**config.mk**
```make
export PLATFORM = sky130hd
export DESIGN_NAME = cache_control_flat
export DESIGN_NICKNAME = d
export VERILOG_FILES = /design/src/rtl/cache_control_if.sv /design/src/rtl/cache_control.sv /design/src/flat_wrapper.sv
export SDC_FILE = /design/constraint.sdc
export NUM_CORES = 1
export LEC_CHECK = 0
export CAP_MARGIN = 20
export CELL_PAD_IN_SITES_DETAIL_PLACEMENT = 1
export CELL_PAD_IN_SITES_GLOBAL_PLACEMENT = 1
export CORE_AREA = 2 2 44 46
export DETAILED_ROUTE_END_ITERATION = 6
export DIE_AREA = 0 0 46 48
export GPL_TIMING_DRIVEN = 0
export PLACE_DENSITY_LB_ADDON = 0.05
export RECOVER_POWER = 50
export SLEW_MARGIN = 20
export SYNTH_ARGS = -nofsm -noshare
export SYNTH_HDL_FRONTEND = slang
export SYNTH_SLANG_ARGS = --single-unit
```
**constraint.sdc**
```tcl
create_clock -name clk -period 1.8 [get_ports clk]
set_input_delay 0.36 -clock clk [delete_from_list [all_inputs] [get_ports clk]]
set_output_delay 0.36 -clock clk [all_outputs]
set_load 0.005 [all_outputs]
```
**src/rtl/cache_control_if.sv**
```systemverilog
// CPU/datapath/pmem control bundle for the two-way cache controller.
// Optional perf counter wires appear with CACHE_CTRL_PERF_EN.
interface cache_control_if;
  logic        mem_read;
  logic        mem_write;
  logic        mem_resp;
  logic [1:0]  hit;
  logic        lru_out;
  logic [1:0]  dirty_out;
  logic        pmem_read;
  logic        pmem_write;
  logic        pmem_resp;
  logic        pmem_addr_sel;
  logic [1:0]  data_load;
  logic [1:0]  tag_load;
  logic [1:0]  valid_load;
  logic [1:0]  dirty_load;
  logic        data_sel;
  logic        dirty_in;
  logic        lru_load;
  logic        lru_in;
`ifdef CACHE_CTRL_PERF_EN
  logic [31:0] hit_count;
  logic [31:0] miss_count;
`endif

  modport master (
    output mem_read, mem_write, hit, lru_out,
    output dirty_out, pmem_resp,
    input  mem_resp, pmem_read, pmem_write,
    input  pmem_addr_sel, data_load, tag_load,
    input  valid_load, dirty_load, data_sel,
    input  dirty_in, lru_load, lru_in
`ifdef CACHE_CTRL_PERF_EN
    , input hit_count, miss_count
`endif
  );

  modport slave (
    input  mem_read, mem_write, hit, lru_out,
    input  dirty_out, pmem_resp,
    output mem_resp, pmem_read, pmem_write,
    output pmem_addr_sel, data_load, tag_load,
    output valid_load, dirty_load, data_sel,
    output dirty_in, lru_load, lru_in
`ifdef CACHE_CTRL_PERF_EN
    , output hit_count, miss_count
`endif
  );
endinterface

```
**src/rtl/cache_control.sv**
```systemverilog
// Two-way write-back cache controller: IDLE/CHECK/WRITEBACK/FETCH.
// Define CACHE_CTRL_PERF_EN to add hit/miss performance counters.
module cache_control #(
  parameter int s_index = 3
) (
  input logic           clk,
  input logic           rst,
  cache_control_if.slave bus
);
  if (s_index < 1) begin : g_index_check
    $error("s_index must be at least 1");
  end

  typedef enum logic [1:0] {
    IDLE,
    CHECK,
    WRITEBACK,
    FETCH
  } state_t;

  state_t state;
  state_t state_next;
  logic   victim;
  logic   victim_next;
  logic   req;
  logic   way;
  logic   any_hit;
  logic [1:0] way_mask;
  logic [1:0] victim_mask;

  assign req         = bus.mem_read | bus.mem_write;
  assign any_hit     = |bus.hit;
  // hit=11 resolves to way 0
  assign way         = ~bus.hit[0];
  assign way_mask    = way ? 2'b10 : 2'b01;
  assign victim_mask = victim ? 2'b10 : 2'b01;

  always_ff @(posedge clk or posedge rst) begin
    if (rst) begin
      state  <= IDLE;
      victim <= 1'b0;
    end else begin
      state  <= state_next;
      victim <= victim_next;
    end
  end

  always_comb begin
    state_next        = state;
    victim_next       = victim;
    bus.mem_resp      = 1'b0;
    bus.pmem_read     = 1'b0;
    bus.pmem_write    = 1'b0;
    bus.pmem_addr_sel = 1'b0;
    bus.data_load     = 2'b00;
    bus.tag_load      = 2'b00;
    bus.valid_load    = 2'b00;
    bus.dirty_load    = 2'b00;
    bus.data_sel      = 1'b0;
    bus.dirty_in      = 1'b0;
    bus.lru_load      = 1'b0;
    bus.lru_in        = 1'b0;
    unique case (state)
      IDLE: begin
        if (req) state_next = CHECK;
      end
      CHECK: begin
        state_next = IDLE;
        if (req && any_hit) begin
          bus.mem_resp = 1'b1;
          bus.lru_load = 1'b1;
          bus.lru_in   = ~way;
          // a write wins over a simultaneous read
          if (bus.mem_write) begin
            bus.data_load  = way_mask;
            bus.dirty_load = way_mask;
            bus.dirty_in   = 1'b1;
          end
        end else if (req) begin
          victim_next = bus.lru_out;
          state_next  = bus.dirty_out[bus.lru_out]
                      ? WRITEBACK : FETCH;
        end
      end
      WRITEBACK: begin
        bus.pmem_write    = 1'b1;
        bus.pmem_addr_sel = 1'b1;
        if (bus.pmem_resp) state_next = FETCH;
      end
      FETCH: begin
        bus.pmem_read = 1'b1;
        if (bus.pmem_resp) begin
          bus.data_load  = victim_mask;
          bus.tag_load   = victim_mask;
          bus.valid_load = victim_mask;
          bus.dirty_load = victim_mask;
          bus.data_sel   = 1'b1;
          state_next     = CHECK;
        end
      end
      default: state_next = IDLE;
    endcase
  end

`ifdef CACHE_CTRL_PERF_EN
  logic [31:0] hit_cnt;
  logic [31:0] miss_cnt;
  logic        after_fill;
  logic        check_hit;
  logic        check_miss;

  assign check_hit  = (state == CHECK) && req && any_hit;
  assign check_miss = (state == CHECK) && req && !any_hit;

  // the re-check after a fill is part of the miss, not a new hit
  always_ff @(posedge clk or posedge rst) begin
    if (rst) begin
      hit_cnt    <= '0;
      miss_cnt   <= '0;
      after_fill <= 1'b0;
    end else begin
      after_fill <= (state == FETCH);
      if (check_hit && !after_fill) hit_cnt <= hit_cnt + 32'd1;
      if (check_miss) miss_cnt <= miss_cnt + 32'd1;
    end
  end

  assign bus.hit_count  = hit_cnt;
  assign bus.miss_count = miss_cnt;
`endif
endmodule

```
**src/flat_wrapper.sv**
```systemverilog
// flat-port wrapper written by rule: the top's interface ports become plain ports
module cache_control_flat 
#(
  parameter int s_index = 3
)
  (clk, rst, bus_mem_read, bus_mem_write, bus_hit, bus_lru_out, bus_dirty_out, bus_pmem_resp, bus_mem_resp, bus_pmem_read, bus_pmem_write, bus_pmem_addr_sel, bus_data_load, bus_tag_load, bus_valid_load, bus_dirty_load, bus_data_sel, bus_dirty_in, bus_lru_load, bus_lru_in);
  cache_control_if bus_i ();
  input logic clk;
  input logic rst;
  input wire logic [$bits(bus_i.mem_read)-1:0] bus_mem_read;
  input wire logic [$bits(bus_i.mem_write)-1:0] bus_mem_write;
  input wire logic [$bits(bus_i.hit)-1:0] bus_hit;
  input wire logic [$bits(bus_i.lru_out)-1:0] bus_lru_out;
  input wire logic [$bits(bus_i.dirty_out)-1:0] bus_dirty_out;
  input wire logic [$bits(bus_i.pmem_resp)-1:0] bus_pmem_resp;
  output wire logic [$bits(bus_i.mem_resp)-1:0] bus_mem_resp;
  output wire logic [$bits(bus_i.pmem_read)-1:0] bus_pmem_read;
  output wire logic [$bits(bus_i.pmem_write)-1:0] bus_pmem_write;
  output wire logic [$bits(bus_i.pmem_addr_sel)-1:0] bus_pmem_addr_sel;
  output wire logic [$bits(bus_i.data_load)-1:0] bus_data_load;
  output wire logic [$bits(bus_i.tag_load)-1:0] bus_tag_load;
  output wire logic [$bits(bus_i.valid_load)-1:0] bus_valid_load;
  output wire logic [$bits(bus_i.dirty_load)-1:0] bus_dirty_load;
  output wire logic [$bits(bus_i.data_sel)-1:0] bus_data_sel;
  output wire logic [$bits(bus_i.dirty_in)-1:0] bus_dirty_in;
  output wire logic [$bits(bus_i.lru_load)-1:0] bus_lru_load;
  output wire logic [$bits(bus_i.lru_in)-1:0] bus_lru_in;
  assign bus_i.mem_read = bus_mem_read;
  assign bus_i.mem_write = bus_mem_write;
  assign bus_i.hit = bus_hit;
  assign bus_i.lru_out = bus_lru_out;
  assign bus_i.dirty_out = bus_dirty_out;
  assign bus_i.pmem_resp = bus_pmem_resp;
  assign bus_mem_resp = bus_i.mem_resp;
  assign bus_pmem_read = bus_i.pmem_read;
  assign bus_pmem_write = bus_i.pmem_write;
  assign bus_pmem_addr_sel = bus_i.pmem_addr_sel;
  assign bus_data_load = bus_i.data_load;
  assign bus_tag_load = bus_i.tag_load;
  assign bus_valid_load = bus_i.valid_load;
  assign bus_dirty_load = bus_i.dirty_load;
  assign bus_data_sel = bus_i.data_sel;
  assign bus_dirty_in = bus_i.dirty_in;
  assign bus_lru_load = bus_i.lru_load;
  assign bus_lru_in = bus_i.lru_in;
  cache_control #(.s_index(s_index)) u_core (.clk(clk), .rst(rst), .bus(bus_i));
endmodule
```
==> results.yml <==
floorplan:
  dieArea_um2: 2210
  initial_utilization_pct: 22.5
  die_h_um: 48
  die_w_um: 46
  core_area_um2: 1690
  placementRows: 15
  pin_count: 26
yosys:
  async_flop_share_pct: 100
  ys.flop_type: "dfrtp_1"
  synth_cell_type_count: 23
  ys_ff_latch: 3
  ys_seq_area_share_pct: 19.7
  synth_edf_count: 0
  synth_area_per_cell_um2: 9.06
  syn-cell-area_um2: 380
  syn_inst: 42
  synth_nets: 56
  yosysWarningCount: 0
power_and_ir_drop:
  irDropWorstVdd_mv: 0.641
  switching_share_pct: 37.4
  p_per_area_nw_per_um2: 1120
  p_leak_uw: 0.000436
  power.share.sequential_pct: 16.8
  p_int_uw: 573
  pwr-share-comb_pct: 70.3
  p_clk_share_pct: 12.9
  p_switching_uw: 342
clock_tree:
  clkLatencyLatePin_ns: 0.23
  cts_root_buffer: "clkbuf_4"
  clk_pin_slew_ns: 0.04
  clkSinkCount: 3
  numCtsBuffers: 3
  h-tree-depth: 1
  clock_path_buffers: 2
  cts_tree: "yes"
  cts_hold_buffers: 0
final_layout:
  drive_gt1_share_pct: 61.7
  final_cell_mix: "14 x buf_4, 11 x dlygate4sd2_1, 8 x buf_6, 4 x inv_1"
  diodes: 0
  final_nets: 96
  utilization_pct: 48.6
  final_common_cell: "buf_4"
  final_cells: 98
  design_area_um2: 821
  area_growth_pct: 116
global_routing:
  grt_pass1_vias: 471
  grt_usage_pct: 13.6
  grt_max_degree: 6
  antenna_found_initial: 0
  grt_overflow_total: 0
  grt_pass1_wl_um: 2000
timing:
  rsz0062_at_grt: "yes"
  final_hold_viol_count: 0
  tightest_slew_ns: 0.310
  post-route-period-util_pct: 101
  fmax_ghz: 0.548
  setup_viol: 2
  fin_crit_ns: 1.82
  setup_ws_ns: -0.0242
  final.setup_skew_ns: 0.00277
  drv_slew: 0
  slew_headroom_pct: 79.3
worst_setup_path:
  crit_fanout: 3
  crit_path_start_kind: "flop"
  critPathKind: "reg2out"
  required_ns: 1.44
  cp-end-kind: "output pin"
  crit_arrival_ns: 1.46
routing:
  viasPerCell: 4.37
  vias: 428
  wire_per_inst_um: 13.1
  routed_wl_um: 1290
  first_iter_violations: 0
  antenna_left: 0
  first_pass_iters: 1
  drc: 0
placement:
  dp_cells: 84
  portBuffers: 25
  gp_congestion: 0.723
  detailed_place.area_um2: 652
  post-place-ws_ns: -0.470
  place_hpwl_um: 825
min_path:
  hp-class: "in2async"
outcome:
  status: "complete, but fails checks"
  violations: "setup timing"
run:
  max_cap_violations: 0
==> worst max-delay path, stage by stage (launching register included) <==
cell	delay (ns)
dfrtp_2	0.43
buf_6	0.13
ha_4	0.17
nand2_4	0.07
nor2_4	0.04
a21o_1	0.17
buf_6	0.12
buf_6	0.10
==> logic make-up after synthesis <==
| family | synth area share (%) |
|---|---|
| buffers and inverters | 17.8 |
| AND/OR/NAND/NOR | 21.4 |
| AO/OA/AOI/OAI | 21.4 |
| adder cells (fa/ha/maj) | 13.2 |
| flip-flops | 19.7 |
| multiplexers | 6.58 |
==> flip-flops by register name (all words and copies together), names as in the netlist <==
register and flops:
u_core.state 2, u_core.victim 1
==> cell usage after synthesis, types with 2 or more instances <==
cell	count	area share, %
buf_4	6	12
inv_1	6	5.9
ha_1	4	13
dfrtp_1	3	20
nand2_1	3	3.0
nor2_1	2	2.0
o21ai_0	2	2.6
==> per-layer routing <==
metal | vias up | wire [µm] | track usage, %
met2 | 21 | 664 | 23.3
li1 | 212 | - | -
met4 | 0 | 27 | 12.0
met5 | - | 0 | 0
met1 | 191 | 488 | 13.9
met3 | 4 | 107 | 3.02
==> metrics by stage <==
| step | TNS (ns) | total power (µW) | hold slack [ns] |
|---|---|---|---|
| 2_1_floorplan | 0 | 379 | 0.114 |
| 3_3_place_gp | -3.74 | 590 | 0.533 |
| 3_5_place_dp | -3.72 | 593 | 0.533 |
| 4_1_cts | -0.0261 | 873 | 0.277 |
| 5_1_grt | -0.235 | 1000 | 0.417 |
| 6_report | -0.0449 | 915 | 0.423 |
==> layout make-up <==
type	instances	area [µm²]
flip-flops and latches	3	77.6
inverters	6	22.5
plain buffers	5	41.3
well taps	17	21.3
fillers	203	868
clock buffers	4	26.3
repair buffers	36	310
multi-input cells	27	322
==> timing repair <==
item | CTS | global route
buffers inserted | 10 | 1
gates resized for setup | 56 | 11
pin swaps | 4 | 1
endpoints found under the setup margin | 15 | 9
==> power groups by stage <==
stage	Combinational, µW	Clock [µW]	Sequential (µW)
after global routing	708	134	160
final	644	118	154
after detailed placement	460	0	133
after floorplan	258	0	120
after CTS	603	127	143
after global placement	457	0	133
==> path summary, 6_finish.rpt <==
check	start	endpoint	slack [ns]	cells after the start
max	u_core.state[0]	bus_dirty_load[1]	-0.02	7
min	rst	u_core.victim	0.42	2
max reg2reg	u_core.state[0]	u_core.state[0]	0.31	6
min reg2reg	u_core.victim	u_core.victim	0.68	1
max in group asynchronous	rst	u_core.state[0]	1.24	2
min in group clk	bus_hit[1]	u_core.state[0]	0.68	4
No activity file was read; power rests on OpenSTA's default activity.
